**src/rtl/hazard_pkg.sv**
```systemverilog
// Shared types and constants for the pipeline hazard/stall control block.
package hazard_pkg;

    typedef enum logic {
        RUN     = 1'b0,
        MD_WAIT = 1'b1
    } hz_state_t;

    localparam logic [4:0]  REG_ZERO       = 5'd0;
    localparam int unsigned MULT_CYCLES_DEF = 4;
    localparam int unsigned DIV_CYCLES_DEF  = 32;

endpackage

```
**src/rtl/md_wait_timer.sv**
```systemverilog
// Down-counter timing the remaining mult/div stall cycles; zero flags the last one.
module md_wait_timer #(
    parameter int unsigned CNT_W = 6
) (
    input  logic             clk,
    input  logic             rst,
    input  logic             load,
    input  logic [CNT_W-1:0] load_val,
    input  logic             dec,
    output logic             zero
);

    logic [CNT_W-1:0] cnt;

    always_ff @(posedge clk or posedge rst) begin
        if (rst) begin
            cnt <= '0;
        end else if (load) begin
            cnt <= load_val;
        end else if (dec) begin
            cnt <= cnt - 1'b1;
        end
    end

    assign zero = (cnt == '0);

endmodule

```
**src/rtl/hazard_stall_unit.sv**
```systemverilog
// Load-use stall, taken-branch flush and mult/div freeze control for the 5-stage pipeline.
// Optional HAZARD_PERF_CNT_EN adds saturating stall/flush event counters.
module hazard_stall_unit
    import hazard_pkg::*;
#(
    parameter int unsigned MULT_CYCLES = MULT_CYCLES_DEF,
    parameter int unsigned DIV_CYCLES  = DIV_CYCLES_DEF,
    parameter int unsigned CNT_W       = 6
) (
    input  logic       clk,
    input  logic       rst,
    input  logic       ID_EX_MemRead,
    input  logic [4:0] ID_EX_RT,
    input  logic [4:0] RS_ADDR,
    input  logic [4:0] RT_ADDR,
    input  logic       ID_UsesRT,
    input  logic       EX_BranchTaken,
    input  logic       EX_MdStart,
    input  logic       EX_MdIsDiv,
    output logic       PC_Write,
    output logic       IF_ID_Write,
    output logic       IF_ID_Flush,
    output logic       ID_EX_Flush,
    output logic       EX_Hold,
    output logic       EX_MEM_Bubble,
    output logic       Md_Busy,
    output logic       Md_Done
`ifdef HAZARD_PERF_CNT_EN
    ,
    output logic [31:0] Stall_Count,
    output logic [31:0] Flush_Count
`endif
);

    // The start cycle and the zero-count cycle both stall, hence the -2.
    localparam logic [CNT_W-1:0] MULT_LOAD = CNT_W'(MULT_CYCLES - 2);
    localparam logic [CNT_W-1:0] DIV_LOAD  = CNT_W'(DIV_CYCLES - 2);

    hz_state_t        state;
    logic             load_use;
    logic             md_start;
    logic             md_dec;
    logic             md_zero;
    logic [CNT_W-1:0] md_load_val;

    assign load_use = ID_EX_MemRead && (ID_EX_RT != REG_ZERO) &&
                      ((ID_EX_RT == RS_ADDR) || (ID_UsesRT && (ID_EX_RT == RT_ADDR)));
    assign md_start    = (state == RUN) && !EX_BranchTaken && EX_MdStart;
    assign md_dec      = (state == MD_WAIT) && !md_zero;
    assign md_load_val = EX_MdIsDiv ? DIV_LOAD : MULT_LOAD;

    md_wait_timer #(.CNT_W(CNT_W)) u_md_wait_timer (
        .clk      (clk),
        .rst      (rst),
        .load     (md_start),
        .load_val (md_load_val),
        .dec      (md_dec),
        .zero     (md_zero)
    );

    always_ff @(posedge clk or posedge rst) begin
        if (rst) begin
            state <= RUN;
        end else begin
            case (state)
                RUN:     if (md_start) state <= MD_WAIT;
                MD_WAIT: if (md_zero)  state <= RUN;
                default: state <= RUN;
            endcase
        end
    end

    always_comb begin
        PC_Write      = 1'b1;
        IF_ID_Write   = 1'b1;
        IF_ID_Flush   = 1'b0;
        ID_EX_Flush   = 1'b0;
        EX_Hold       = 1'b0;
        EX_MEM_Bubble = 1'b0;
        Md_Busy       = 1'b0;
        Md_Done       = 1'b0;
        if (state == MD_WAIT) begin
            PC_Write      = 1'b0;
            IF_ID_Write   = 1'b0;
            EX_Hold       = 1'b1;
            EX_MEM_Bubble = 1'b1;
            Md_Busy       = 1'b1;
            Md_Done       = md_zero;
        end else if (EX_BranchTaken) begin
            IF_ID_Flush   = 1'b1;
            ID_EX_Flush   = 1'b1;
        end else if (EX_MdStart) begin
            PC_Write      = 1'b0;
            IF_ID_Write   = 1'b0;
            EX_Hold       = 1'b1;
            EX_MEM_Bubble = 1'b1;
            Md_Busy       = 1'b1;
        end else if (load_use) begin
            PC_Write      = 1'b0;
            IF_ID_Write   = 1'b0;
            ID_EX_Flush   = 1'b1;
        end
    end

`ifdef HAZARD_PERF_CNT_EN
    always_ff @(posedge clk or posedge rst) begin
        if (rst) begin
            Stall_Count <= '0;
            Flush_Count <= '0;
        end else begin
            if (!PC_Write && (Stall_Count != '1)) Stall_Count <= Stall_Count + 32'd1;
            if (IF_ID_Flush && (Flush_Count != '1)) Flush_Count <= Flush_Count + 32'd1;
        end
    end
`endif

endmodule

```
**config.mk**
```make
export PLATFORM = sky130hd
export DESIGN_NAME = hazard_stall_unit
export DESIGN_NICKNAME = d
export VERILOG_FILES = /design/src/rtl/hazard_pkg.sv /design/src/rtl/md_wait_timer.sv /design/src/rtl/hazard_stall_unit.sv
export SDC_FILE = /design/constraint.sdc
export NUM_CORES = 1
export LEC_CHECK = 0
export ABC_AREA = 1
export BUFFER_PORTS_ARGS = -buffer_cell sky130_fd_sc_hd__buf_2
export CAP_MARGIN = 10
export CORE_ASPECT_RATIO = 1.25
export CORE_MARGIN = 10
export CORE_UTILIZATION = 35
export CTS_CLUSTER_SIZE = 24
export DETAILED_ROUTE_END_ITERATION = 8
export PLACE_DENSITY = 0.63
export SYNTH_ARGS = -nofsm -noshare
export SYNTH_HDL_FRONTEND = slang
export SYNTH_SLANG_ARGS = --single-unit
```
**constraint.sdc**
```tcl
create_clock -name clk -period 1.4 [get_ports clk]
set_input_delay 0.28 -clock clk [delete_from_list [all_inputs] [get_ports clk]]
set_output_delay 0.28 -clock clk [all_outputs]
set_load 0.01 [all_outputs]
```
==> results.env, run 1 <==
FINAL_CELL_COUNT_NO_FILL=172
SETUP.WORST_PATH.START='u_md_wait_timer.cnt[1]'
CLK_PIN_SLEW_WORST_PATHS_NS=0.05
REQUIRED_NS=1.12
NUMBER_OF_ANTENNA_VIOLATIONS_AT_THE_FIRST_CHECK_IN_GLOBAL_ROUTING=0
CRITICAL_PATH.MAX_STAGE_DELAY_NS=0.38
SYNTH_TOP_FLOP_CELL='dfrtp_1'
GRT_PASS1_VIAS=712
FP.DIEW_UM=59.2
SYNTH_FP_NETS=138
ANTENNA_CELLS_INSERTED=0
NETLIST.TOP_CELL.BY_AREA='dfrtp_1'
SYNTH_SEQUENTIAL_AREA_RATIO_PCT=26.1
CAP_VIOL_MAX_COUNT=0
POST-ROUTE-MIN-PERIOD_NS=1.59
CRITPATHKIND='flop to output pin'
FINAL_NETS=177
PORT_BUFFERS=29
ROUTED-VIA-COUNT=777
YS_FF_LATCH=7
INITIAL_UTILIZATION_PCT=37.5
SYNTH_ENABLE_FLOP_CELLS=0
TIMING_WORST_SLEW_PIN_VALUE_NS=0.252
FINALCRITPERIODSHARE_PCT=114
YS_TOP_CELLS_BY_AREA='dfrtp_1, nand2_1, inv_1, nor2_1, xor2_1'
AVGVIACOUNTPERCELL=4.52
SYNTHESIS.AREA_UM2=671
STD_CELL_ROWS=17
SETUP.WORST_PATH.START_CLASS='flop'
TIMING.FINAL.MAX_SLEW_VIOLATIONS=0
TOTAL_SWITCHING_POWER_mW=0.815
GRT_SETUP_UNREPAIRED='true'
MULTI_INPUT_AREA_UM2=473
TRITONCTS_CLOCK_TREE='built'
STATUS='finished, violations left'
CRIT_PATH_END_KIND='output pin'
CP_SLOWEST_CELL='dfrtp_1'
PLACE_INST=163
FINAL_SETUP_VIOLATION_COUNT=6
TRITONCTS.NUM_BUFFERS=3
GRT_MAX_DEGREE=10
POST-SYNTH-TOP-COUNT-CELL='nand2_1'
CTS.SINK_COUNT=7
SYNTH_TOP_CELLS_BY_COUNT='nand2_1, inv_1, nor2_1, dfrtp_1'
SYNTH_LARGEST_TYPE_AREA_FRACTION_PCT=26.1
YS.WARNINGS.COUNT=0
WORSTPATHMAXFANOUT=3
SHARE_COMB_OF_TOTAL_POWER_PCT=69.9
FINAL.SETUP.WORST_SLACK_NS=-0.190
CRIT_PATH_CELL_TRACE='inv_2 > ha_4 > inv_2 > nor2_4 > nand4_1 > nor2_1 > buf_2'
CTS-HTREE-LEVELS=1
FLOORPLAN.DIE_AREA_MM2=0.00408
ROUTE.DETAILED.WL_PER_INST_UM=10.4
VIOLATIONS='negative setup slack'
SEQ_POWER_SHARE_PCT=20.1
WORST_IR_DROP_VDD_uV=576
SHARE_OF_CELLS_ABOVE_DRIVE_STRENGTH_1_PCT=44.4
REMAINING_DRC_ERRORS=0
P_CLK_SHARE_PCT=9.9
CLKLATENCYLATEPIN_NS=0.24
NETLIST-CELL-TYPE-COUNT=19
TIMING.FMAX_MHz=629
LEAKAGE_nW=0.611
CLOCKBUFFERDEPTH=2
IOS=30
MIN-DELAY-PATH-CLASS='input pin to flop'
DP.FINAL_HPWL_MM=1.43
LAYOUT.FILLER_CELLS=179
GRT_OVERFLOW=0
GRT_PASS1_WL_MM=2.74
SYN2LAYOUT_AREA_GROWTH_PCT=57.3
CELL_INTERNAL_PWR_mW=0.932
REG2REG_SETUP_SLACK_NS=-0.03
SEQUENTIAL_CELL_AREA_UM2=175
FINAL.SETUP_SKEW_NS=0.00473
TIMING.REG2REG.WORST_PATH_DEPTH=10
POWER_PER_CELL_AREA_mW_PER_MM2=1660
DRT-INITIAL-DRC-COUNT=7
R2R_END='u_md_wait_timer.cnt[1]'
LAYOUT.CORE_UTILIZATION_PCT=59.0
DIE_Y_UM=68.9
CELL_WITH_THE_MOST_INSTANCES_ON_THE_WORST_PATH='inv_2'
FINAL_HOLD_VIOLATION_COUNT=0
SYNTH.AVG_CELL_AREA_UM2=5.83
SYNTH-ASYNC-RESET-RATIO_PCT=100
FP.COREAREA_MM2=0.00179
CRITPATHCAPTURE='Md_Done'
DRT-PASS1-ITER-COUNT=4
CTS-ROOT-BUF='clkbuf_4'
TOTAL_POWER_mW=1.75
POWER_SWITCHING_SHARE_PCT=46.7
PLACE_CONGESTION=0.798
CP.ARRIVAL_NS=1.31
SYN-INSTANCE-COUNT=115
REL_SLEW_SLACK_PCT=83.2
DRT_WL_TOTAL_MM=1.79
DRTANTENNAVIOLNETS=0
GR-USAGE-ALL-LAYERS_PCT=8.47
R2R-START='u_md_wait_timer.cnt[1]'
FINALSETUPTNS_NS=-0.282
critical path, delay by kind of cell (launching register included):
family / cells / cell delay [ns]
and+or+nand+nor: 3 / 0.32
adders and majority gates: 1 / 0.13
buffers and inverters: 3 / 0.25
DFF: 1 / 0.38
flip-flops by register name, indices dropped and copies added (netlist names):
name and flops:
u_md_wait_timer.cnt 6, state 1
how the worst min path moves through the flow:
stage / slack (ns) / cells past startpoint / end / start
floorplan: 0.08 / 1 / state / rst
global placement: 0.21 / 2 / u_md_wait_timer.cnt[2] / rst
detailed placement: 0.21 / 2 / u_md_wait_timer.cnt[1] / rst
CTS: 0.44 / 3 / state / EX_MdStart
global route: 0.46 / 4 / u_md_wait_timer.cnt[5] / EX_MdStart
finish: 0.44 / 4 / u_md_wait_timer.cnt[5] / EX_MdStart
routing by layer:
metal,vias to the layer above,share of wire [%],global-route usage (%)
li1,417,-,-
met1,332,37,7.92
met2,24,53,14.3
met3,4,7.7,3.47
met4,0,2.5,6.90
met5,-,0,0
layout by cell type, fill, tap and decap left out, types with 3 or more instances in the layout:
cell      count
buf_2        22
buf_4         5
buf_6         7
clkbuf_4      3
dfrtp_1       7
inv_1        18
inv_2        10
nand2_1      32
nand2_2       6
nand2_4       3
nand4_1       4
nor2_1       10
xor2_1        3
timing repair:
item                                    in CTS  in global routing
endpoints found under the setup margin       4                 10
endpoints found under the hold margin        7                  0
gates cloned                                 0                  1
gates resized for setup                     13                 30
pin swaps                                   11                 19
setup buffers                                1                  2
hold buffers                                 1                  0
final cells by class:
class                           instances  share of cell area, %
Timing Repair Buffer                   36                   23.8
Sequential cell                         7                   16.6
Inverter                               28                   9.96
Multi-Input combinational cell         78                   44.8
Tap cell                               19                   2.25
Clock buffer                            4                   2.49
power groups by stage:
stage	combinational, mW	sequential (mW)	clock [mW]
after CTS	0.914	0.350	0.180
after global routing	1.36	0.362	0.204
after detailed placement	0.818	0.350	0
after global placement	0.805	0.349	0
after floorplan	0.601	0.346	0
final	1.22	0.351	0.174
per-stage QoR:
stage               hold WS, ns  cell area, um2  worst slack [ns]
floorplan                0.0834             671            0.0656
global placement          0.208             840          -0.00292
detailed placement        0.211             840           -0.0111
CTS                       0.439             920            -0.231
global route              0.464            1050            -0.304
finish                    0.444            1050            -0.190
cells by family (layout without fill, tap and decap cells):
group                    after synthesis  in the layout  share of synthesized area (%)
AO/OA/AOI/OAI                         10             10                           8.21
XOR/XNOR                               4              4                           5.22
adder cells (fa/ha/maj)                1              1                           1.87
buffers and inverters                 31             68                           19.0
flip-flops                             7              7                           26.1
AND/OR/NAND/NOR                       62             63                           39.6
(Power assumes the default switching activity.)
==> run 2, diff against run 1 <==
--- a/config.mk
+++ b/config.mk
@@ -17,3 +17,4 @@
 export SYNTH_ARGS = -nofsm -noshare
 export SYNTH_HDL_FRONTEND = slang
 export SYNTH_SLANG_ARGS = --single-unit
+export TNS_END_PERCENT = 50
==> results.env, run 2 (synthesis results as in run 1) <==
IOS=30  # unchanged
FLOORPLAN.DIE_AREA_MM2=0.00408  # unchanged
GRT_MAX_DEGREE=10  # unchanged
LAYOUT_TOP_REGISTERS='u_md_wait_timer.cnt (6), state (1)'
FINAL.SETUP_SKEW_NS=0.00529  # +0.000557 ns
FINALCRITPERIODSHARE_PCT=118  # +4.0 points
WORST_IR_DROP_VDD_uV=555  # -3.7%
CLKLATENCYLATEPIN_NS=0.24  # about the same
FINAL_NETS=177  # unchanged
FINAL.SETUP.WORST_SLACK_NS=-0.245  # -0.0555 ns
CTS-HTREE-LEVELS=1  # unchanged
GR-USAGE-ALL-LAYERS_PCT=8.47  # unchanged
ROUTE.DETAILED.WL_PER_INST_UM=10.7  # +2.9%
GRT_SETUP_UNREPAIRED='true'
VIOLATIONS='negative setup slack'
SYN2LAYOUT_AREA_GROWTH_PCT=53.5
TIMING_WORST_SLEW_PIN_VALUE_NS=0.251  # -0.000601 ns
FINAL_SETUP_VIOLATION_COUNT=7  # +1
CAP_VIOL_MAX_COUNT=0  # unchanged
FINAL_HOLD_VIOLATION_COUNT=0  # unchanged
FINAL_COMMON_CELL='nand2_1'
P_CLK_SHARE_PCT=10.6  # +0.7 points
STD_CELL_ROWS=17  # unchanged
STATUS='finished, violations left'
CRIT_PATH_END_KIND='output pin'
SHARE_COMB_OF_TOTAL_POWER_PCT=68.1  # -1.8 points
REL_SLEW_SLACK_PCT=83.2  # about the same
CTS-ROOT-BUF='clkbuf_4'
SEQUENTIAL_CELL_AREA_UM2=175  # unchanged
TRITONCTS.NUM_BUFFERS=3  # unchanged
ANTENNA_CELLS_INSERTED=0  # unchanged
CP.ARRIVAL_NS=1.37  # +0.06 ns
DP.FINAL_HPWL_MM=1.43  # unchanged
REQUIRED_NS=1.12  # about the same
CELL_INTERNAL_PWR_mW=0.893  # -4.1%
AVGVIACOUNTPERCELL=4.47  # -1.2%
CRITPATHKIND='flop to output pin'
LEAKAGE_nW=0.597  # -2.3%
TOTAL_SWITCHING_POWER_mW=0.754  # -7.5%
CLOCKBUFFERDEPTH=2  # unchanged
NUMBER_OF_ANTENNA_VIOLATIONS_AT_THE_FIRST_CHECK_IN_GLOBAL_ROUTING=0  # unchanged
TIMING.FINAL.MAX_SLEW_VIOLATIONS=0  # unchanged
POWER_PER_CELL_AREA_mW_PER_MM2=1600  # -3.4%
REMAINING_DRC_ERRORS=0  # unchanged
GRT_OVERFLOW=0  # unchanged
ROUTED-VIA-COUNT=768  # -1.2%
DRT_WL_TOTAL_MM=1.84  # +2.9%
POST-ROUTE-MIN-PERIOD_NS=1.65  # +0.0555 ns
GRT_PASS1_VIAS=712  # unchanged
DRT-PASS1-ITER-COUNT=4  # unchanged
FP.COREAREA_MM2=0.00179  # unchanged
DIE_Y_UM=68.9  # unchanged
CLK_PIN_SLEW_WORST_PATHS_NS=0.05  # about the same
CTS.SINK_COUNT=7  # unchanged
SHARE_OF_CELLS_ABOVE_DRIVE_STRENGTH_1_PCT=41.2  # -3.3 points
WORSTPATHMAXFANOUT=3  # unchanged
TRITONCTS_CLOCK_TREE='built'
TIMING.FMAX_MHz=608  # -3.4%
PORT_BUFFERS=29  # unchanged
PLACE_CONGESTION=0.798  # unchanged
MIN-DELAY-PATH-CLASS='input pin to flop'
POWER_SWITCHING_SHARE_PCT=45.8  # -0.90 points
FP.DIEW_UM=59.2  # unchanged
LARGEST_REGISTER_FFS=6  # unchanged
MOSTFREQUENTLAYOUTCELLS='nand2_1, buf_2, inv_1'
GRT_PASS1_WL_MM=2.74  # unchanged
SEQ_POWER_SHARE_PCT=21.3  # +1.2 points
SETUP.WORST_PATH.START_CLASS='flop'
LAYOUT.CORE_UTILIZATION_PCT=57.6  # -1.4 points
MULTI_INPUT_AREA_UM2=448  # -5.3%
DRTANTENNAVIOLNETS=0  # unchanged
HOLD_SLACK_NS=0.448  # +0.00360 ns
DRT-INITIAL-DRC-COUNT=6  # -1
LAYOUT.FILLER_CELLS=183  # +2.2%
MAX_FLOP_REGISTER='u_md_wait_timer.cnt'
INITIAL_UTILIZATION_PCT=37.5  # unchanged
[run 2: area by class of cell]
class	instances	share of cell area, %
Timing Repair Buffer	36	24.4
Clock buffer	4	2.55
Inverter	28	10.2
Tap cell	19	2.31
Sequential cell	7	17.0
Multi-Input combinational cell	78	43.5
[run 2: per-layer routing]
layer	track usage [%]	share of wire, %	vias up
met5	0	0	-
met4	6.90	2.4	0
met3	3.47	7.4	4
met2	14.3	54	24
met1	7.92	36	326
li1	-	-	414
[run 2: power by group through the flow]
stage	logic (mW)	registers, mW	clock network [mW]
6_report	1.12	0.351	0.174
3_3_place_gp	0.805	0.349	0
4_1_cts	0.914	0.350	0.180
2_1_floorplan	0.601	0.346	0
5_1_grt	1.26	0.362	0.204
3_5_place_dp	0.818	0.350	0
[run 2: repair_timing]
item | CTS | global route
hold buffers | 1 | 0
pin swaps | 11 | 16
endpoints found under the hold margin | 7 | 0
buffers inserted | 1 | 2
endpoints found under the setup margin | 4 | 10
gates cloned | 0 | 1
resized for setup | 13 | 23
[run 2: path summary, 6_finish.rpt]
check	cells after the start	start	slack, ns	end
max in group asynchronous	3	rst	0.70	u_md_wait_timer.cnt[0]
worst min-delay path	4	EX_MdStart	0.45	u_md_wait_timer.cnt[5]
worst min register to register	2	u_md_wait_timer.cnt[3]	0.58	u_md_wait_timer.cnt[3]
min in group asynchronous	3	rst	0.49	u_md_wait_timer.cnt[3]
worst max register to register	10	u_md_wait_timer.cnt[1]	-0.06	u_md_wait_timer.cnt[4]
worst max-delay path	7	u_md_wait_timer.cnt[1]	-0.25	Md_Done
[run 2: stage by stage]
step / instance area [um2] / instances / total power, mW / TNS [ns] / worst slack, ns
floorplan: 671 / 115 / 0.946 / 0 / 0.0656
global placement: 840 / 163 / 1.15 / -0.00292 / -0.00292
detailed placement: 840 / 163 / 1.17 / -0.0172 / -0.0111
CTS: 920 / 169 / 1.44 / -0.231 / -0.231
global route: 1030 / 172 / 1.82 / -1.35 / -0.338
finish: 1030 / 172 / 1.65 / -0.449 / -0.245
[run 2: worst max-delay path, cell delays in order (launching register included)]
cell and delay, ns:
dfrtp_1 0.38, inv_2 0.07, ha_4 0.13, inv_2 0.04
nor2_4 0.09, nand4_1 0.13, nor2_1 0.14, buf_2 0.15
==> run 3, diff against run 2 <==
--- a/config.mk
+++ b/config.mk
@@ -8,12 +8,11 @@
 export ABC_AREA = 1
 export BUFFER_PORTS_ARGS = -buffer_cell sky130_fd_sc_hd__buf_2
 export CAP_MARGIN = 10
-export CORE_ASPECT_RATIO = 1.25
 export CORE_MARGIN = 10
-export CORE_UTILIZATION = 35
+export CORE_UTILIZATION = 45
 export CTS_CLUSTER_SIZE = 24
 export DETAILED_ROUTE_END_ITERATION = 8
-export PLACE_DENSITY = 0.63
+export PLACE_DENSITY = 0.78
 export SYNTH_ARGS = -nofsm -noshare
 export SYNTH_HDL_FRONTEND = slang
 export SYNTH_SLANG_ARGS = --single-unit
==> results.env, run 3 (synthesis results as in run 1) <==
TRITONCTS.NUM_BUFFERS=3  # unchanged
TIMING.REG2REG.WORST_PATH_DEPTH=12  # +2
PLACE_CONGESTION=0.816  # +2.2%
CTS-HTREE-LEVELS=1  # unchanged
FINAL_NETS=181  # +2.3%
REL_SLEW_SLACK_PCT=82.5  # -0.77 points
FINAL.SETUP.WORST_SLACK_NS=-0.175  # +0.0704 ns
CRITPATHCAPTURE='Md_Done'
MAX_FLOP_REGISTER='u_md_wait_timer.cnt'
CRITPATHKIND='flop to output pin'
LARGEST_REGISTER_FFS=6  # unchanged
MIN_PATH_CELLS=3  # -1
POWER_PER_CELL_AREA_mW_PER_MM2=1740  # +8.7%
MIN-DELAY-PATH-CLASS='input pin to flop'
FLOORPLAN.DIE_AREA_MM2=0.00343  # -16%
GRT_MAX_DEGREE=10  # unchanged
SHARE_OF_CELLS_ABOVE_DRIVE_STRENGTH_1_PCT=40.1  # -1.0 points
POST-ROUTE-MIN-PERIOD_NS=1.57  # -0.0704 ns
WORST_IR_DROP_VDD_uV=1070  # +93%
GRT_PASS1_VIAS=693  # -2.7%
CRIT_PATH_CELL_TRACE='inv_2 > ha_4 > inv_2 > nor2_4 > nand4_1 > nor2_1 > buf_2'
GRT_SETUP_UNREPAIRED='true'
CP_SLOWEST_CELL='dfrtp_1'
AVGVIACOUNTPERCELL=4.64  # +3.9%
CLOCKBUFFERDEPTH=2  # unchanged
SEQUENTIAL_CELL_AREA_UM2=175  # unchanged
TOTAL_POWER_mW=1.71  # +3.9%
VIOLATIONS='negative setup slack'
CLKLATENCYLATEPIN_NS=0.25  # about the same
REQUIRED_NS=1.12  # about the same
REG2REG_SETUP_SLACK_NS=-0.03  # +0.03 ns
TIMING.FINAL.MAX_SLEW_VIOLATIONS=0  # unchanged
DRT_WL_TOTAL_MM=1.97  # +7.2%
FP.DIEW_UM=58.6  # -0.92%
TRITONCTS_CLOCK_TREE='built'
HOLD_SLACK_NS=0.474  # +0.0260 ns
WORSTPATHMAXFANOUT=2  # -1
NUMBER_OF_ANTENNA_VIOLATIONS_AT_THE_FIRST_CHECK_IN_GLOBAL_ROUTING=0  # unchanged
DRT-INITIAL-DRC-COUNT=15  # +9
SYN2LAYOUT_AREA_GROWTH_PCT=46.6
STD_CELL_ROWS=13  # -4
DRTANTENNAVIOLNETS=0  # unchanged
GRT_PASS1_WL_MM=2.94  # +7.3%
FINAL_COMMON_CELL='nand2_1'
ROUTE.DETAILED.WL_PER_INST_UM=11.5  # +7.2%
CELL_WITH_THE_MOST_INSTANCES_ON_THE_WORST_PATH='inv_2'
TIMING_WORST_SLEW_PIN_VALUE_NS=0.263  # +0.0115 ns
GLOBAL_ROUTE.USAGE.MET1_PCT=12.4  # +4.5 points
CTS-ROOT-BUF='clkbuf_4'
PORT_BUFFERS=29  # unchanged
DP.FINAL_HPWL_MM=1.44  # +0.83%
CAP_VIOL_MAX_COUNT=0  # unchanged
TIMING.FMAX_MHz=635  # +4.5%
IOS=30  # unchanged
FINALCRITPERIODSHARE_PCT=112  # -5.0 points
FINAL_HOLD_VIOLATION_COUNT=0  # unchanged
CP.ARRIVAL_NS=1.29  # -0.08 ns
FP.COREAREA_MM2=0.00135  # -24%
LAYOUT.FILLER_CELLS=118  # -36%
FINALSETUPTNS_NS=-0.230  # +0.219 ns
MET2_USAGE_PCT=15.3  # +0.98 points
CRITICAL_PATH.MAX_STAGE_DELAY_NS=0.37  # about the same
CTS.SINK_COUNT=7  # unchanged
FINAL.SETUP_SKEW_NS=0.00287  # -0.00242 ns
MULTI_INPUT_AREA_UM2=422  # -5.9%
MOSTFREQUENTLAYOUTCELLS='nand2_1, buf_2, inv_1'
DRT-PASS1-ITER-COUNT=4  # unchanged
SETUP.WORST_PATH.START='u_md_wait_timer.cnt[0]'
ANTENNA_CELLS_INSERTED=0  # unchanged
CRIT_PATH_END_KIND='output pin'
ROUTED-VIA-COUNT=798  # +3.9%
LEAKAGE_nW=0.604  # +1.1%
GRT_OVERFLOW=0  # unchanged
FINAL_SETUP_VIOLATION_COUNT=3  # -4
GRT_MOST_USED_LAYER='met2'
LAYOUT_TOP_REGISTERS='u_md_wait_timer.cnt (6), state (1)'
CLK_PIN_SLEW_WORST_PATHS_NS=0.05  # about the same
REMAINING_DRC_ERRORS=0  # unchanged
SETUP.WORST_PATH.START_CLASS='flop'
R2R_END='u_md_wait_timer.cnt[4]'
STATUS='finished, violations left'
GLOBAL_ROUTING_USAGE_ON_MET3_PCT=4.08  # +0.60 points
GR-USAGE-ALL-LAYERS_PCT=9.98  # +1.5 points
INITIAL_UTILIZATION_PCT=49.7  # +12 points
DIE_Y_UM=58.6  # -15%
R2R-START='u_md_wait_timer.cnt[0]'
run 3: area by class of cell:
| type | count | share of cell area, % |
|---|---|---|
| well taps | 15 | 1.91 |
| repair buffers | 40 | 24.0 |
| inverters | 28 | 10.7 |
| clock buffers | 4 | 2.67 |
| flip-flops and latches | 7 | 17.8 |
| multi-input cells | 78 | 42.9 |
run 3: layer usage:
metal	up-vias	share of wire, %
met5	-	0
li1	427	-
met3	2	10
met4	0	0.86
met2	27	45
met1	342	44
run 3: metrics by stage:
step / util [%] / setup WS [ns] / cells / instance area, um2
floorplan: - / 0.0656 / 115 / 671
global placement: 61.8 / -0.00677 / 159 / 835
detailed placement: 61.8 / -0.0285 / 159 / 835
CTS: 68.6 / -0.238 / 168 / 926
global route: 72.8 / -0.290 / 172 / 983
finish: 72.8 / -0.175 / 172 / 983
run 3: worst min path at each step:
stage	from	endpoint	slack (ns)
after CTS	EX_MdStart	state	0.42
after global placement	rst	u_md_wait_timer.cnt[4]	0.21
final	EX_MdStart	state	0.47
after detailed placement	rst	u_md_wait_timer.cnt[4]	0.22
after floorplan	rst	state	0.08
after global routing	EX_MdStart	state	0.49
run 3: where the power goes:
group          total (mW)  switching, mW  internal [mW]
Combinational        1.17          0.656          0.517
Clock               0.179         0.0705          0.108
Sequential          0.358         0.0576          0.300
run 3: repair_timing:
item                       in CTS  in global routing
hold endpoints to repair        7                  0
gates resized for setup        11                 10
hold buffers                    1                  0
setup endpoints to repair       4                  9
pin swaps                       8                  7
setup buffers                   4                  3
cloned                          0                  1
run 3: critical path, delay by kind of cell, from the launching register on:
family	cells	cell delay (ns)
flip-flops	1	0.37
AND/OR/NAND/NOR	3	0.29
buffers and inverters	3	0.26
adder cells (fa/ha/maj)	1	0.14
